### src/rtl/rv32i_mem_arbiter_pkg.sv
// Shared types and constants for the RV32I instruction/data memory arbiter.
package rv32i_mem_arbiter_pkg;

   // Arbiter FSM: one memory transaction outstanding at a time
   typedef enum logic [2:0] {
      IDLE  = 3'd0,
      D_REQ = 3'd1,
      D_RSP = 3'd2,
      F_REQ = 3'd3,
      F_RSP = 3'd4
   } mem_arb_state_t;

   // Canonical RV32I NOP (addi x0, x0, 0), inserted by the controlpath on stalls
   localparam logic [31:0] NOP_INSTR = 32'h0000_0013;

   // Byte enables for a full-word instruction fetch
   localparam logic [3:0] BE_WORD = 4'hF;

endpackage

### src/rtl/rv32i_sat_counter.sv
// Saturating up-counter: counts enabled cycles and sticks at all-ones.
module rv32i_sat_counter #(
   parameter int WIDTH = 32
) (
   input  logic             clk_i,
   input  logic             resetn_i,
   input  logic             en_i,
   output logic [WIDTH-1:0] count_o
);

   localparam logic [WIDTH-1:0] ONE = {{(WIDTH-1){1'b0}}, 1'b1};

   // Increment on enable until the counter reaches its maximum value
   always_ff @(posedge clk_i or negedge resetn_i) begin
      if (!resetn_i) begin
         count_o <= '0;
      end else if (en_i && (count_o != {WIDTH{1'b1}})) begin
         count_o <= count_o + ONE;
      end
   end

endmodule

### src/rtl/rv32i_mem_arbiter.sv
// Arbitrates a single-port memory between instruction fetch and MEM-stage
// data accesses (data first) and produces the pipeline-wide stall.
module rv32i_mem_arbiter
   import rv32i_mem_arbiter_pkg::*;
#(
   parameter int CNT_W = 32
) (
   input  logic             clk_i,
   input  logic             resetn_i,
   // instruction fetch port
   input  logic             if_req_i,
   input  logic [31:0]      if_addr_i,
   output logic [31:0]      if_rdata_o,
   output logic             if_valid_o,
   input  logic             flush_i,
   // MEM-stage data port
   input  logic             d_re_i,
   input  logic             d_we_i,
   input  logic [31:0]      d_addr_i,
   input  logic [31:0]      d_wdata_i,
   input  logic [3:0]       d_be_i,
   output logic [31:0]      d_rdata_o,
   output logic             d_valid_o,
   // unified memory
   output logic             mem_req_o,
   output logic             mem_we_o,
   output logic [31:0]      mem_addr_o,
   output logic [31:0]      mem_wdata_o,
   output logic [3:0]       mem_be_o,
   input  logic             mem_gnt_i,
   input  logic             mem_rvalid_i,
   input  logic [31:0]      mem_rdata_i,
   // pipeline control
   output logic             stall_o,
   output logic [CNT_W-1:0] stall_cnt_o
);

   mem_arb_state_t state_r;

   logic        d_done_r;
   logic        f_done_r;
   logic        discard_r;
   logic [31:0] d_buf_r;
   logic [31:0] f_buf_r;

   // request fields held while waiting for a grant
   logic        req_we_r;
   logic [31:0] req_addr_r;
   logic [31:0] req_wdata_r;
   logic [3:0]  req_be_r;

   logic d_req;
   logic d_pend;
   logic f_pend;
   logic d_bypass;
   logic f_bypass;

   assign d_req    = d_re_i | d_we_i;
   assign d_pend   = d_req & ~d_done_r;
   assign f_pend   = if_req_i & ~f_done_r & ~flush_i;
   assign d_bypass = (state_r == D_RSP) & mem_rvalid_i;
   assign f_bypass = (state_r == F_RSP) & mem_rvalid_i;

   // Response data is forwarded in the rvalid cycle, then served from the buffer
   assign d_valid_o  = d_done_r | d_bypass;
   assign d_rdata_o  = d_bypass ? mem_rdata_i : d_buf_r;
   assign if_valid_o = (f_done_r | f_bypass) & ~discard_r;
   assign if_rdata_o = f_bypass ? mem_rdata_i : f_buf_r;

   // A flushed fetch no longer holds the pipeline; the new target is fetched next
   assign stall_o = (d_req & ~d_valid_o) | (if_req_i & ~if_valid_o & ~flush_i);

   // Drive the memory request: live inputs in IDLE, captured fields while waiting
   always_comb begin
      mem_req_o   = 1'b0;
      mem_we_o    = 1'b0;
      mem_addr_o  = 32'h0;
      mem_wdata_o = 32'h0;
      mem_be_o    = 4'h0;
      case (state_r)
         IDLE: begin
            if (d_pend) begin
               mem_req_o   = 1'b1;
               mem_we_o    = d_we_i;
               mem_addr_o  = d_addr_i;
               mem_wdata_o = d_wdata_i;
               mem_be_o    = d_be_i;
            end else if (f_pend) begin
               mem_req_o   = 1'b1;
               mem_we_o    = 1'b0;
               mem_addr_o  = if_addr_i;
               mem_be_o    = BE_WORD;
            end
         end
         D_REQ, F_REQ: begin
            // a flush withdraws a fetch that has not been granted yet
            mem_req_o   = (state_r == D_REQ) ? 1'b1 : ~flush_i;
            mem_we_o    = req_we_r;
            mem_addr_o  = req_addr_r;
            mem_wdata_o = req_wdata_r;
            mem_be_o    = req_be_r;
         end
         default: ;
      endcase
   end

   // FSM: issue, wait for grant, wait for response
   always_ff @(posedge clk_i or negedge resetn_i) begin
      if (!resetn_i) begin
         state_r <= IDLE;
      end else begin
         case (state_r)
            IDLE: begin
               if (d_pend) begin
                  state_r <= mem_gnt_i ? D_RSP : D_REQ;
               end else if (f_pend) begin
                  state_r <= mem_gnt_i ? F_RSP : F_REQ;
               end
            end
            D_REQ: if (mem_gnt_i) state_r <= D_RSP;
            F_REQ: begin
               if (flush_i) begin
                  state_r <= IDLE;
               end else if (mem_gnt_i) begin
                  state_r <= F_RSP;
               end
            end
            D_RSP: if (mem_rvalid_i) state_r <= IDLE;
            F_RSP: if (mem_rvalid_i) state_r <= IDLE;
            default: state_r <= IDLE;
         endcase
      end
   end

   // Completion and discard flags; completions are forgotten once the pipeline advances
   always_ff @(posedge clk_i or negedge resetn_i) begin
      if (!resetn_i) begin
         d_done_r  <= 1'b0;
         f_done_r  <= 1'b0;
         discard_r <= 1'b0;
      end else begin
         if (!stall_o) begin
            d_done_r <= 1'b0;
         end else if (d_bypass) begin
            d_done_r <= 1'b1;
         end

         if (!stall_o || flush_i) begin
            f_done_r <= 1'b0;
         end else if (f_bypass && !discard_r) begin
            f_done_r <= 1'b1;
         end

         if (state_r == F_RSP) begin
            if (mem_rvalid_i) begin
               discard_r <= 1'b0;
            end else if (flush_i) begin
               discard_r <= 1'b1;
            end
         end
      end
   end

   // Response buffers hold load data / instruction until the pipeline takes them
   always_ff @(posedge clk_i or negedge resetn_i) begin
      if (!resetn_i) begin
         d_buf_r <= 32'h0;
         f_buf_r <= 32'h0;
      end else begin
         if (d_bypass) d_buf_r <= mem_rdata_i;
         if (f_bypass) f_buf_r <= mem_rdata_i;
      end
   end

   // Capture the IDLE-cycle request so it stays stable until granted
   always_ff @(posedge clk_i) begin
      if (state_r == IDLE) begin
         req_we_r    <= mem_we_o;
         req_addr_r  <= mem_addr_o;
         req_wdata_r <= mem_wdata_o;
         req_be_r    <= mem_be_o;
      end
   end

   rv32i_sat_counter #(
      .WIDTH (CNT_W)
   ) u_stall_cnt (
      .clk_i    (clk_i),
      .resetn_i (resetn_i),
      .en_i     (stall_o),
      .count_o  (stall_cnt_o)
   );

endmodule

### config.mk
export PLATFORM = sky130hd
export DESIGN_NAME = rv32i_mem_arbiter
export DESIGN_NICKNAME = d
export VERILOG_FILES = /design/src/rtl/rv32i_mem_arbiter_pkg.sv /design/src/rtl/rv32i_sat_counter.sv /design/src/rtl/rv32i_mem_arbiter.sv
export SDC_FILE = /design/constraint.sdc
export NUM_CORES = 1
export LEC_CHECK = 0
export CAP_MARGIN = 20
export CORE_MARGIN = 3
export CORE_UTILIZATION = 47
export DETAILED_ROUTE_END_ITERATION = 7
export HOLD_SLACK_MARGIN = 0.02
export PLACE_DENSITY_LB_ADDON = 0.12
export SLEW_MARGIN = 20
export SYNTH_ARGS = -nofsm -noshare
export SYNTH_HDL_FRONTEND = slang
export SYNTH_SLANG_ARGS = --single-unit
### constraint.sdc
create_clock -name clk_i -period 5.47 [get_ports clk_i]
set_input_delay 0.8205 -clock clk_i [delete_from_list [all_inputs] [get_ports clk_i]]
set_output_delay 0.8205 -clock clk_i [all_outputs]
set_load 0.01 [all_outputs]
==> summary.md, run 1 <==
| Metric | Value |
|---|---|
| GRT Overall Usage | 24.9% |
| Nature of the critical path startpoint | input pin |
| Status | complete, no violations |
| Final ANT Viol Nets | 0 |
| DRT iter0 DRCs | 344 |
| Wirelength per Cell | between 20 and 25 um |
| Leakage dissipation | 4.43 nW |
| DRC Markers | 0 |
| Critical path's slowest cell | and4bb_2 |
| EDFF count, synth | between 60 and 70 |
| Post-Syn Instances | 556 |
| Vias in the first global route | ~6,000 |
| HP Class | input pin to asynchronous set/reset pin |
| Yosys Warn Count | 0 |
| Setup bufs post-CTS | 0 |
| Core ar. | 0.0154 sq mm |
| Power Density | 553 mW/mm^2 |
| Sequential element share of the synthesized area | 62.0% |
| Synth Register Bits | ~170 |
| Synth top cells by count | 102 x dfrtp_1, 69 x edfxtp_1, 65 x mux2_2 |
| Vert. Die Dim | 132 um |
| Fin Setup TNS | 0 ps |
| Clk buf depth | 2 |
| Setup ws final | about 1300 ps |
| Synth top area cells | dfrtp_1 34%, edfxtp_1 28%, mux2_2 9.8% |
| Die ar. | 0.0174 sq mm |
| Worst-skew pair later-pin latency | around 430 ps |
| Final Setup Violations | 0 |
| Yosys top cell by area | dfrtp_1 |
| DP Area | 0.0107 sq mm |
| Gr ovfl total | 0 |
| CTS resizes | 0 |
| Count of cell types in the netlist | 44 |
| Fin crit period | 4140 ps |
| CTS Buf Count | 17 |
| Total clock sinks | roughly 170 |
| Top cell type's share of synthesized area | 34.2% |
| I/O pins | slightly above 300 |
| Final worst-path cycle share | 75.7% |
| Cells along the critical path | clkdlybuf4s50_1 > and4bb_2 > buf_4 > mux2_2 > clkdlybuf4s50_1 |
| Detailed Place HPWL | 15,800 um |
| Worst Setup End Kind | output pin |
| CTS tree | done |
| Critical Path AT | 3320 ps |
| First-pass GRT wire length | 34,100 um |
| Largest net degree at the start of global routing | 70 |
| Synth async-reset ratio | between 50% and 60% |
| Post-Syn Area | 0.00745 sq mm |
| Total Wirelength | around 22,000 um |
| Die width | 132 um |
| Main synth FF type | dfrtp_1 |
| Tot Pwr | 6.25 mW |
| Area grow syn2layout | 51.7% |
| Place WS | slightly below 1000 ps |
| CTS Hold Bufs | 0 |
| Slew HR | 33.7% |
| Data required, critical path | between 4000 and 5000 ps |
| TritonRoute pass-1 iters | 4 |
| Routability cong. | between 0.8 and 0.9 |
| Critical Path Fanout Max | 31 |
| Row count | 45 |
| Critical path class | input pin to output pin |
| CTS H-tree depth | 4 |
| Cell with the most instances after synthesis | dfrtp_1 |
| Delay of the slowest critical-path stage | 810 ps |
| Max cap viols | 0 |
| Clock transition at path regs | 70 ps |
| Initial antenna violation count | 1 |
| Worst Tran Pin Value | 992 ps |
| Design area | about 0.011 sq mm |
| Synth Area per Inst | 13.4 sq um |
| Final Hold Viols | 0 |
| RSZ-0062 raised after global routing | false |
| DR vias | about 5,800 |
| Via-to-Cell Ratio | 5.32 |
| Port Buf Inserts | around 310 |
| Setup Skew | 11.1 ps |
| Share of post-route cells with drive strength above 1 | 14.1% |
| Fin nets | roughly 1,000 |
| CTS root buf | clkbuf_16 |
| Worst path most repeated cell | clkdlybuf4s50_1 |
| Mapped Nets | approximately 700 |
| Initial Util | between 40 and 50% |
| Slew Viols, Final | 0 |
| Fmax | 0.241 GHz |
| VDD IR-drop max | 424 uV |
-- cells in the final DEF, fill, tap and decap left out, types with 2 or more instances in the layout --
master             n
or2_2              2
clkdlybuf4s50_1  307
or3_1              2
buf_4              8
nor3_1             2
clkbuf_16         19
a22o_1            33
nand3_2            5
xor2_1             3
edfxtp_1          69
nand2_1           54
ha_1               2
nand3_1            7
a21oi_1            3
and3_1             9
and4_1             4
mux2_2            65
inv_6              2
nor2_1            20
a31oi_1            2
inv_2              3
nor2_2             2
o21ai_0           39
clkinv_2           2
inv_4              2
clkinv_4           2
nand4_1           21
nand3b_1           2
inv_1              2
a22oi_1            2
dfrtp_1          102
xnor2_1           27
and2_1             2
mux2i_1           30
-- kinds of logic after synthesis --
logic type      share of synthesized area [%]
simple gates                             10.3
flops                                    62.0
xor+xnor                                 3.53
mux                                      13.8
compound gates                           7.82
fa+ha+maj                               0.336
buf+inv                                  2.12
-- routing by layer --
metal  global-route usage [%]  routed length (um)  vias to the layer above
li1                         -                   -                     2670
met1                     28.9                8200                     2823
met2                     41.2               10800                      256
met3                     11.4                2350                       26
met4                     8.40                 506                        0
met5                        0                   0                        -
-- layout make-up --
cell class / instances / area (sq um)
antenna: 1 / 2.50
sequential: 171 / 4620
clock buffer: 21 / 493
multi-input combinational: 351 / 2680
timing repair buffer: 316 / 3150
fill: 1032 / 4060
tap: 211 / 264
inverter: 5 / 18.8
clock inverter: 10 / 76.3
-- report_power, final --
part / internal (mW) / switching (mW) / total (mW)
combinational: 1.50 / 1.36 / 2.85
clock: 0.652 / 0.511 / 1.16
sequential: 2.05 / 0.191 / 2.24
-- registers in the layout, indices dropped and copies added (netlist names), 3 cells and up --
name	cells
d_buf_r	32
f_buf_r	32
req_addr_r	32
req_be_r	4
req_wdata_r	32
state_r	3
u_stall_cnt.count_o	32
-- per-stage QoR --
step | hold WS [ps] | instances | util [%]
global route | 368 | 1086 | 73.6
global placement | 480 | 1053 | 69.8
detailed placement | 485 | 1053 | 69.8
CTS | 355 | 1084 | 73.5
finish | 348 | 1086 | 73.6
floorplan | 506 | 556 | -
-- path summary, 6_finish.rpt --
path                              start                       to  slack [ps]  depth (start not counted)
setup / recovery           mem_rvalid_i           if_rdata_o[28]        1330                          5
hold / removal                 resetn_i  u_stall_cnt.count_o[23]         350                          1
setup reg to reg             state_r[1]  u_stall_cnt.count_o[19]        3040                          6
hold reg to reg             f_buf_r[30]              f_buf_r[30]         500                          1
max in group asynchronous      resetn_i   u_stall_cnt.count_o[6]        3890                          2
min in group clk_i          f_buf_r[30]              f_buf_r[30]         500                          1
-- worst max-delay path, delay by kind of cell --
family                 cells  cell delay, ps
buffers and inverters      3            1310
AND/OR/NAND/NOR            1             810
multiplexers               1             360
No activity file was read; power rests on OpenSTA's default activity.
==> run 2, diff against run 1 <==
CORE_UTILIZATION = 39   (was 47)
clock period = 3.5 ns   (was 5.47 ns; I/O delays follow)
==> summary.md, run 2 (same netlist as run 1, synthesis figures left out) <==
| Metric | Value |
|---|---|
| CTS root buf | clkbuf_16 |
| Fin Setup TNS | 0 ps (unchanged) |
| Crit path max-delay family | buffers and inverters |
| Vias in the first global route | 6,013 (+1.2%) |
| DRT iter0 DRCs | 260 (-24%) |
| Initial Util | 40.5% (-8.0 points) |
| Area grow syn2layout | 53.8% |
| DP Area | 0.0109 sq mm (+1.3%) |
| Largest net degree at the start of global routing | 70 (unchanged) |
| Ant diodes | 0 (-1) |
| CTS tree | done |
| Final worst-path cycle share | between 90% and 100% |
| CTS Hold Bufs | 0 (unchanged) |
| Port Buf Inserts | 308 (unchanged) |
| Row count | 49 (+8.9%) |
| Critical path class | flip-flop to output pin |
| Via-to-Cell Ratio | 5.20 (-2.1%) |
| Fin crit period | 3280 ps |
| Filler instances | 1,460 (+41%) |
| Detailed Place HPWL | 15,800 um (-0.38%) |
| Finished Layout Cells | 1,110 (+2.2%) |
| Clk buf depth | 2 (unchanged) |
| Total Wirelength | 21,500 um (-1.4%) |
| WP depth | 6 (+1) |
| VDD IR-drop max | 495 uV (+17%) |
| Setup ws final | 225 ps (-1100 ps) |
| First-pass GRT wire length | 33,300 um (-2.3%) |
| Critical Path AT | 2750 ps (-570 ps) |
| CTS Buf Count | 17 (unchanged) |
| Worst Path Buf+Inv | 3 (unchanged) |
| I/O pins | 309 (unchanged) |
| Worst Setup End Kind | output pin |
| Status | complete, no violations |
| R2r setup slk | 1210 ps (-1830 ps) |
| Crit. Startpoint | state_r[2] |
| Critical Path Fanout Max | 22 (-29%) |
| Most frequent cells in the layout | 307 x clkdlybuf4s50_1, 102 x dfrtp_1, 69 x edfxtp_1, 65 x mux2_2, 54 x nand2_1 |
| Worst R2R Start | state_r[2] |
| Die ar. | 0.0208 sq mm (+20%) |
| R2R depth | 5 (-1) |
| Share of post-route cells with drive strength above 1 | 14.9% (+0.80 points) |
| Tot Pwr | 9.90 mW (+58%) |
| Max cap viols | 0 (unchanged) |
| CTS H-tree depth | 4 (unchanged) |
| Worst setup endpoint | mem_addr_o[20] |
| Worst-skew pair later-pin latency | 430 ps (about the same) |
| GRT Overall Usage | 20.6% (-4.4 points) |
| Slew Viols, Final | 0 (unchanged) |
| Final ANT Viol Nets | 0 (unchanged) |
| Fmax | 0.305 GHz |
| Worst Tran Pin Value | 908 ps (-84.3 ps) |
| Nature of the critical path startpoint | flip-flop |
| Critical path's slowest cell | clkdlybuf4s50_1 |
| Clock transition at path regs | 80 ps (about the same) |
| Fin nets | 1,010 (+0.60%) |
| Total clock sinks | 171 (unchanged) |
| Gr ovfl total | 0 (unchanged) |
| Power Density | 864 mW/mm^2 (+56%) |
| Wirelength per Cell | 19.4 um (-3.5%) |
| Cells along the critical path | or3_1 > clkinvlp_4 > nand2_1 > buf_4 > o21ai_0 > clkdlybuf4s50_1 |
| DRC Markers | 0 (unchanged) |
| Routability cong. | 0.784 (-8.6%) |
| CTS resizes | 0 (unchanged) |
| Slew HR | 39.5% (+5.8 points) |
| Setup bufs post-CTS | 0 (unchanged) |
| Final Hold Viols | 0 (unchanged) |
| RSZ-0062 raised after global routing | false |
| Initial antenna violation count | 0 (-1) |
| Place WS | 253 ps (-732 ps) |
| HP Class | input pin to asynchronous set/reset pin |
| TritonRoute pass-1 iters | 4 (unchanged) |
| Delay of the slowest critical-path stage | 630 ps (-180 ps) |
| Final Setup Violations | 0 (unchanged) |
| Leakage dissipation | 4.48 nW (+1.1%) |
| RR Endpoint | u_stall_cnt.count_o[1] |
| Die width | 144 um (+9.3%) |
| Post-Place Cells | 1,078 (+2.4%) |
| Core ar. | 0.0184 sq mm (+20%) |
| Vert. Die Dim | 144 um (+9.3%) |
| Setup Skew | 15.3 ps (+4.22 ps) |
| DR vias | 5,776 (+0.017%) |
| Design area | 0.0115 sq mm (+1.4%) |
| Data required, critical path | 2970 ps (-1680 ps) |
| Leading cell type in the layout, fill and taps excluded | clkdlybuf4s50_1 |
-- run 2: cell types whose count changed in the layout (fill, tap and decap cells not counted), moves of 2 or more --
| cell | delta |
|---|---|
| buf_4 | +2 |
| inv_8 | +2 |
| buf_12 | +5 |
| inv_6 | +3 |
| clkbuf_16 | -2 |
| inv_4 | -2 |
| clkinv_8 | +4 |
-- run 2: metal layers --
metal | up-vias | part of all wire (%) | global-route usage, %
met5 | - | 0 | 0
li1 | 2682 | - | -
met3 | 14 | 10 | 8.73
met1 | 2856 | 39 | 24.0
met2 | 224 | 50 | 35.4
met4 | 0 | 1.2 | 4.71
-- run 2: how the worst min path moves through the flow --
stage / start / end / cells past startpoint
after detailed placement: f_buf_r[20] / f_buf_r[20] / 1
after CTS: resetn_i / u_stall_cnt.count_o[2] / 1
after global placement: f_buf_r[0] / f_buf_r[0] / 1
after floorplan: resetn_i / d_buf_r[0] / 0
after global routing: resetn_i / u_stall_cnt.count_o[2] / 1
final: resetn_i / u_stall_cnt.count_o[2] / 1
-- run 2: report_power, final --
part	internal (mW)	switching (mW)	total, mW	leakage [nW]
registers	3.20	0.295	3.49	1.99
clock network	0.968	0.913	1.88	0.293
logic	2.40	2.13	4.53	2.20
-- run 2: area by class of cell --
type	instances	area (sq um)	area share (%)
well taps	229	287	2.50
repair buffers	322	3250	28.3
clock inverters	15	173	1.51
flip-flops and latches	171	4620	40.3
inverters	5	22.5	0.197
clock buffers	17	425	3.71
multi-input cells	351	2680	23.4
-- run 2: per-stage QoR --
step | utilization (%) | hold slack (ps)
6_report | 62.3 | 89.8
5_1_grt | 62.3 | 114
4_1_cts | 62.3 | 104
3_5_place_dp | 59.1 | 486
3_3_place_gp | 59.1 | 480
2_1_floorplan | - | 229
-- run 2: worst reg2reg max path: stages (launching register included) --
cell and delay (ps):
dfrtp_1 520, and4bb_1 260, buf_12 180, o221a_4 360
a31oi_4 470, mux2_2 400
